===== config.mk =====
export PLATFORM = sky130hd
export DESIGN_NAME = ef_wb_irq_gclk_ctrl_flat
export DESIGN_NICKNAME = d
export VERILOG_FILES = /design/src/rtl/ef_wb_regs_pkg.sv /design/src/rtl/ef_wb_irq_gclk_ctrl_if.sv /design/src/rtl/ef_gating_cell.sv /design/src/rtl/ef_sync_n.sv /design/src/rtl/ef_wb_irq_gclk_ctrl.sv /design/src/flat_wrapper.sv
export SDC_FILE = /design/constraint.sdc
export NUM_CORES = 1
export LEC_CHECK = 0
export CORE_MARGIN = 1.5
export CORE_UTILIZATION = 29
export CTS_CLUSTER_DIAMETER = 100
export CTS_CLUSTER_SIZE = 24
export DETAILED_ROUTE_END_ITERATION = 16
export GPL_TIMING_DRIVEN = 1
export HOLD_SLACK_MARGIN = 0.05
export PLACE_DENSITY_LB_ADDON = 0.25
export SLEW_MARGIN = 20
export SYNTH_ARGS = -nofsm -noshare
export SYNTH_HDL_FRONTEND = slang
export SYNTH_SLANG_ARGS = --single-unit

===== constraint.sdc =====
create_clock -name clk_i -period 2.8 [get_ports clk_i]
set_clock_uncertainty 0.1 [all_clocks]
set_input_delay 0.56 -clock clk_i [delete_from_list [all_inputs] [get_ports clk_i]]
set_output_delay 0.56 -clock clk_i [all_outputs]
set_load 0.05 [all_outputs]

===== src/rtl/ef_wb_regs_pkg.sv =====
// Register page layout shared by the EF peripheral wrappers: offsets within
// the 0xFF page, the page tag and the value returned for unmapped offsets.
package ef_wb_regs_pkg;

    localparam logic [7:0] FF_PAGE  = 8'hFF;

    localparam logic [7:0] IM_OFS   = 8'h00;
    localparam logic [7:0] MIS_OFS  = 8'h04;
    localparam logic [7:0] RIS_OFS  = 8'h08;
    localparam logic [7:0] IC_OFS   = 8'h0C;
    localparam logic [7:0] GCLK_OFS = 8'h10;

    localparam logic [31:0] DEADBEEF_VAL = 32'hDEADBEEF;

    // Expands the four byte selects into a 32-bit per-bit write mask.
    function automatic logic [31:0] lane_mask(input logic [3:0] sel);
        return {{8{sel[3]}}, {8{sel[2]}}, {8{sel[1]}}, {8{sel[0]}}};
    endfunction

endpackage


===== src/rtl/ef_wb_irq_gclk_ctrl_if.sv =====
// Wishbone slave-side bundle for the 0xFF control page, including the
// page-hit flag the wrapper uses to steer strobes to the peripheral core.
interface ef_wb_irq_gclk_ctrl_if;

    logic [31:0] adr_i;
    logic [31:0] dat_i;
    logic [3:0]  sel_i;
    logic        cyc_i;
    logic        stb_i;
    logic        we_i;
    logic [31:0] dat_o;
    logic        ack_o;
    logic        page_hit_o;

    modport master (
        output adr_i, dat_i, sel_i, cyc_i, stb_i, we_i,
        input  dat_o, ack_o, page_hit_o
    );

    modport slave (
        input  adr_i, dat_i, sel_i, cyc_i, stb_i, we_i,
        output dat_o, ack_o, page_hit_o
    );

endinterface


===== src/rtl/ef_gating_cell.sv =====
// Glitch-free clock gate: the enable is captured while the clock is low, so
// clk_o can only start or stop on a full high phase of clk_i.
module ef_gating_cell (
    input  logic clk_i,
    input  logic rst_i,
    input  logic en_i,
    output logic clk_o
);

    logic en_q;

    always_ff @(negedge clk_i or posedge rst_i) begin
        if (rst_i) begin
            en_q <= 1'b0;
        end else begin
            en_q <= en_i;
        end
    end

    assign clk_o = clk_i & en_q;

endmodule


===== src/rtl/ef_sync_n.sv =====
// Per-bit N-stage synchroniser for asynchronous interrupt sources.
module ef_sync_n #(
    parameter int WIDTH  = 1,
    parameter int STAGES = 2
) (
    input  logic             clk_i,
    input  logic             rst_i,
    input  logic [WIDTH-1:0] d_i,
    output logic [WIDTH-1:0] q_o
);

    logic [STAGES-1:0][WIDTH-1:0] stage_q;
    logic [STAGES-1:0][WIDTH-1:0] stage_d;

    always_comb begin
        stage_d[0] = d_i;
        for (int k = 1; k < STAGES; k++) begin
            stage_d[k] = stage_q[k-1];
        end
    end

    always_ff @(posedge clk_i or posedge rst_i) begin
        if (rst_i) begin
            stage_q <= '0;
        end else begin
            stage_q <= stage_d;
        end
    end

    assign q_o = stage_q[STAGES-1];

endmodule


===== src/rtl/ef_wb_irq_gclk_ctrl.sv =====
// Wishbone control page for EF wrappers: IM/MIS/RIS/IC/GCLK registers,
// per-source level or sticky-edge interrupt capture, registered IRQ and clock gate.
module ef_wb_irq_gclk_ctrl
    import ef_wb_regs_pkg::*;
#(
    parameter int                 NUM_IRQ     = 9,
    parameter logic [NUM_IRQ-1:0] EDGE_MASK   = '0,
    parameter int                 SYNC_STAGES = 0,
    parameter logic               GCLK_RESET  = 1'b0
) (
    input  logic                   clk_i,
    input  logic                   rst_i,
    ef_wb_irq_gclk_ctrl_if.slave   wb,
    input  logic [NUM_IRQ-1:0]     flags_i,
    input  logic                   sc_testmode,
    output logic                   clk_g,
    output logic                   IRQ
);

    logic               hit;
    logic               wb_valid;
    logic               wr_commit;
    logic [7:0]         ofs;
    logic [31:0]        lane_m;
    logic [NUM_IRQ-1:0] wmask;
    logic [NUM_IRQ-1:0] src;

    logic               ack_q,      ack_d;
    logic               irq_q,      irq_d;
    logic               gclk_q,     gclk_d;
    logic [NUM_IRQ-1:0] im_q,       im_d;
    logic [NUM_IRQ-1:0] ris_edge_q, ris_edge_d;
    logic [NUM_IRQ-1:0] src_dly_q,  src_dly_d;

    logic [NUM_IRQ-1:0] rise;
    logic [NUM_IRQ-1:0] clr;
    logic [NUM_IRQ-1:0] ris;
    logic [NUM_IRQ-1:0] mis;
    logic [31:0]        rd_data;

    generate
        if (SYNC_STAGES > 0) begin : g_sync
            ef_sync_n #(
                .WIDTH  (NUM_IRQ),
                .STAGES (SYNC_STAGES)
            ) u_sync (
                .clk_i (clk_i),
                .rst_i (rst_i),
                .d_i   (flags_i),
                .q_o   (src)
            );
        end else begin : g_nosync
            assign src = flags_i;
        end
    endgenerate

    assign hit       = (wb.adr_i[15:8] == FF_PAGE);
    assign ofs       = wb.adr_i[7:0];
    assign wb_valid  = wb.cyc_i & wb.stb_i;
    assign wr_commit = wb_valid & hit & wb.we_i & ~ack_q;
    assign lane_m    = lane_mask(wb.sel_i);
    assign wmask     = lane_m[NUM_IRQ-1:0];

    // Level sources are live; edge sources come from the sticky capture flops.
    assign rise = src & ~src_dly_q & EDGE_MASK;
    assign ris  = (src & ~EDGE_MASK) | (ris_edge_q & EDGE_MASK);
    assign mis  = ris & im_q;

    always_comb begin
        ack_d      = wb_valid & hit & ~ack_q;
        irq_d      = |mis;
        src_dly_d  = src;
        im_d       = im_q;
        gclk_d     = gclk_q;
        clr        = '0;

        if (wr_commit) begin
            case (ofs)
                IM_OFS:   im_d = (im_q & ~wmask) | (wb.dat_i[NUM_IRQ-1:0] & wmask);
                IC_OFS:   clr  = wb.dat_i[NUM_IRQ-1:0] & wmask;
                GCLK_OFS: if (wb.sel_i[0]) gclk_d = wb.dat_i[0];
                default:  ;
            endcase
        end

        // A capture and a clear in the same cycle keep the flag set.
        ris_edge_d = ((ris_edge_q & ~clr) | rise) & EDGE_MASK;
    end

    always_ff @(posedge clk_i or posedge rst_i) begin
        if (rst_i) begin
            ack_q      <= 1'b0;
            irq_q      <= 1'b0;
            gclk_q     <= GCLK_RESET;
            im_q       <= '0;
            ris_edge_q <= '0;
            src_dly_q  <= '0;
        end else begin
            ack_q      <= ack_d;
            irq_q      <= irq_d;
            gclk_q     <= gclk_d;
            im_q       <= im_d;
            ris_edge_q <= ris_edge_d;
            src_dly_q  <= src_dly_d;
        end
    end

    always_comb begin
        rd_data = '0;
        case (ofs)
            IM_OFS:   rd_data[NUM_IRQ-1:0] = im_q;
            MIS_OFS:  rd_data[NUM_IRQ-1:0] = mis;
            RIS_OFS:  rd_data[NUM_IRQ-1:0] = ris;
            IC_OFS:   rd_data = '0;
            GCLK_OFS: rd_data[0] = gclk_q;
            default:  rd_data = DEADBEEF_VAL;
        endcase
    end

    assign wb.dat_o      = hit ? rd_data : '0;
    assign wb.ack_o      = ack_q;
    assign wb.page_hit_o = hit;
    assign IRQ           = irq_q;

    ef_gating_cell u_gate (
        .clk_i (clk_i),
        .rst_i (rst_i),
        .en_i  (sc_testmode | gclk_q),
        .clk_o (clk_g)
    );

    logic unused_bits;
    assign unused_bits = ^{wb.adr_i[31:16], wb.dat_i, lane_m};

endmodule


===== src/flat_wrapper.sv =====
// flat-port wrapper written by rule: the top's interface ports become plain ports
module ef_wb_irq_gclk_ctrl_flat import ef_wb_regs_pkg::*;
#(
    parameter int                 NUM_IRQ     = 9,
    parameter logic [NUM_IRQ-1:0] EDGE_MASK   = '0,
    parameter int                 SYNC_STAGES = 0,
    parameter logic               GCLK_RESET  = 1'b0
)
  (clk_i, rst_i, flags_i, sc_testmode, clk_g, IRQ, wb_adr_i, wb_dat_i, wb_sel_i, wb_cyc_i, wb_stb_i, wb_we_i, wb_dat_o, wb_ack_o, wb_page_hit_o);
  ef_wb_irq_gclk_ctrl_if wb_i ();
  input  logic clk_i;
  input  logic rst_i;
  input  logic [NUM_IRQ-1:0] flags_i;
  input  logic sc_testmode;
  output logic clk_g;
  output logic IRQ;
  input wire logic [$bits(wb_i.adr_i)-1:0] wb_adr_i;
  input wire logic [$bits(wb_i.dat_i)-1:0] wb_dat_i;
  input wire logic [$bits(wb_i.sel_i)-1:0] wb_sel_i;
  input wire logic [$bits(wb_i.cyc_i)-1:0] wb_cyc_i;
  input wire logic [$bits(wb_i.stb_i)-1:0] wb_stb_i;
  input wire logic [$bits(wb_i.we_i)-1:0] wb_we_i;
  output wire logic [$bits(wb_i.dat_o)-1:0] wb_dat_o;
  output wire logic [$bits(wb_i.ack_o)-1:0] wb_ack_o;
  output wire logic [$bits(wb_i.page_hit_o)-1:0] wb_page_hit_o;
  assign wb_i.adr_i = wb_adr_i;
  assign wb_i.dat_i = wb_dat_i;
  assign wb_i.sel_i = wb_sel_i;
  assign wb_i.cyc_i = wb_cyc_i;
  assign wb_i.stb_i = wb_stb_i;
  assign wb_i.we_i = wb_we_i;
  assign wb_dat_o = wb_i.dat_o;
  assign wb_ack_o = wb_i.ack_o;
  assign wb_page_hit_o = wb_i.page_hit_o;
  ef_wb_irq_gclk_ctrl #(.NUM_IRQ(NUM_IRQ), .EDGE_MASK(EDGE_MASK), .SYNC_STAGES(SYNC_STAGES), .GCLK_RESET(GCLK_RESET)) u_core (.clk_i(clk_i), .rst_i(rst_i), .wb(wb_i), .flags_i(flags_i), .sc_testmode(sc_testmode), .clk_g(clk_g), .IRQ(IRQ));
endmodule

==> run summary <==
outcome -> finished with violations
failing checks -> negative setup slack
layout cells sized above 1 -> 37.0%
worst-path cell chain -> and2_4 -> buf_8
multi-input logic area -> 652 µm²
Worst Setup End Kind -> output pin
vias -> 1191
area leader, netlist -> dfrtp_1
final total power -> 0.000669 W
CTS tree -> done
Ant. Diodes -> 0
worst r2r src -> u_core.gclk_q$_DFFE_PP0P_
RSZ-0062 raised after global routing -> yes
DRC viols -> 0
worst path required time -> 2.14 ns
initial core utilization -> 30.3%
R2R Path End -> u_core.u_gate.en_q$_DFF_NP0_
Setup Viol. Count Final -> 2
switching share of power -> 27.1%
Maximum Capacitance Violations -> 0
Worst setup SP type -> flip-flop
sequential cell area -> 325 µm²
clock network fraction of design power -> 50.3%
Leak -> 0.970 nW
dpl ws -> -0.526 ns
warnings from Yosys -> 0
Post-DP HPWL -> 2.71 mm
die area -> 0.00424 mm²
prevailing post-synth register cell -> dfrtp_1
sequential share of power -> 28.3%
core area -> 0.00369 mm²
FF-to-FF path depth -> 1
total internal power -> 0.000487 W
FP Rows -> 22
post-synth top area share -> 26.8%
Layout area overhead -> 101%
Avg WL per Cell -> 13.5 µm
Final WS setup -> -0.295 ns
synth cell count leaders -> 22 x buf_4, 12 x dfrtp_1, 10 x mux2_2, 10 x nor2_1, 9 x nand2b_1
Die Y-Extent -> 65.1 µm
DP Area -> 0.00211 mm²
P_sw -> 0.000182 W
final slew viol count -> 0
Total Routing Usage GR -> 17.1%
cts hold-fix bufs -> 0
post-synthesis async set-or-reset flop share -> 100%
PD cells -> 297 mW/mm²
final RePlAce weighted congestion -> 0.764
global-route wire length before repair -> 5.45 mm
CP max stage delay -> 0.38 ns
initial antenna violation count -> 0
syn_area_per_cell -> 8.47 µm²
# port buffers -> 71
final hold vios -> 0
HP Class -> flip-flop to flip-flop
Post-synth EDFFs -> 0
Top Ports -> 119
Chip Width -> 65.1 µm
Crit Path Class -> flip-flop to output pin
TritonRoute pass-1 iters -> 4
detailed router's first-iteration violation count -> 40
GRT Residual Overflow -> 0
Routed Wire Length -> 3.36 mm
Seq/Total Area, Yosys -> 29.1%
crit path from -> u_core.u_gate.en_q$_DFF_NP0_
Worst setup endpoint -> clk_g
NumNets Final -> 284
crit path max fanout -> 1
Worst R2R Setup Slack -> 0.48 ns
most frequent cell after synthesis -> buf_4
pin count of the biggest net entering global routing -> 21
Crit path arrival time -> 2.43 ns
Detail Route Antenna Nets -> 0
post-synthesis cell area -> 0.00112 mm²
worst skew pair latency -> 0.34 ns
clock transition at the registers of the reported paths -> 0.05 ns
combinational share of power -> 21.4%
Syn Inst Count -> 132
Design Area, Final -> 0.00225 mm²
Netlist cell types -> 33
drt via density -> 4.80
dominant cells by area after synthesis -> dfrtp_1 27%, buf_4 15%, mux2_2 10%
FILL cells -> 326
CP max-delay cell -> dfrtn_1
post-synthesis register bit count -> 13
number of global-route vias before repair -> 1202
total negative slack -> -0.295 ns
maximum vdd drop -> 0.347 mV
## power groups by stage
stage	clock network, W	logic (W)	registers [W]
finish	0.000337	0.000143	0.000189
global route	0.000367	0.000155	0.000189
detailed placement	0.0000501	0.000141	0.000192
global placement	0.0000501	0.000138	0.000192
CTS	0.000345	0.000143	0.000189
floorplan	0.0000364	0.0000670	0.000192
## metal layers
layer	part of all wire, %	vias up	track usage (%)	wire (µm)
met2	50	57	29.6	1690
met1	40	552	18.9	1360
met4	2.3	0	10.7	76
li1	-	574	-	-
met3	7.0	8	3.94	235
met5	0	-	0	0
## worst min-delay path by stage
| stage | slack (ns) | to | from | cells past startpoint |
|---|---|---|---|---|
| 6_report | 0.38 | u_core.wb.ack_o$_DFF_PP0_ | u_core.wb.ack_o$_DFF_PP0_ | 1 |
| 5_1_grt | 0.41 | u_core.wb.ack_o$_DFF_PP0_ | u_core.wb.ack_o$_DFF_PP0_ | 1 |
| 4_1_cts | 0.38 | u_core.wb.ack_o$_DFF_PP0_ | u_core.wb.ack_o$_DFF_PP0_ | 1 |
| 3_5_place_dp | 0.38 | u_core.wb.ack_o$_DFF_PP0_ | u_core.wb.ack_o$_DFF_PP0_ | 1 |
| 3_3_place_gp | 0.35 | u_core.wb.ack_o$_DFF_PP0_ | u_core.wb.ack_o$_DFF_PP0_ | 1 |
| 2_1_floorplan | 0.34 | asynchronous set/reset pin | rst_i | 1 |
## layout by cell type, fill, tap and decap left out, types with 5 or more instances in the layout
master and instances:
buf_12 27, conb_1 6, nor2b_1 7, a21oi_2 5, o21ai_0 7, clkbuf_8 6, a211oi_1 6, nand2b_1 9
nor2_1 9, buf_4 12, dfrtp_1 12, clkdlybuf4s50_1 39, mux2_2 10
## worst max-delay path, delay by kind of cell, from the launching register on
| kind | cells | cell delay (ns) |
|---|---|---|
| flops | 1 | 0.38 |
| simple gates | 1 | 0.14 |
| buf+inv | 1 | 0.13 |
## through the flow
step,std cells,utilization [%],hold slack [ns]
2_1_floorplan,137,-,0.337
3_3_place_gp,239,57.2,0.349
3_5_place_dp,239,57.2,0.377
4_1_cts,248,61.0,0.384
5_1_grt,248,61.0,0.408
6_report,248,61.0,0.378
## final cells by class
cell class / count / share of cell area, %
clock buffer: 8 / 4.50
timing repair buffer: 84 / 48.7
tap: 48 / 2.67
sequential: 13 / 14.5
multi-input combinational: 91 / 29.0
inverter: 4 / 0.667
## logic make-up after synthesis
| logic type | Yosys count | synth area share, % |
|---|---|---|
| AO/OA/AOI/OAI | 30 | 17.3 |
| AND/OR/NAND/NOR | 45 | 24.6 |
| buffers and inverters | 33 | 18.6 |
| flip-flops | 13 | 29.1 |
| multiplexers | 10 | 10.1 |
| other | 1 | 0.335 |
## what timing repair did
action                     CTS  global route
gates cloned                 0             0
setup endpoints to repair   24             6
pin swaps                    4             3
buffers inserted             2             0
resized for setup           19             4
Note: power is estimated with default switching activity, not from simulation.
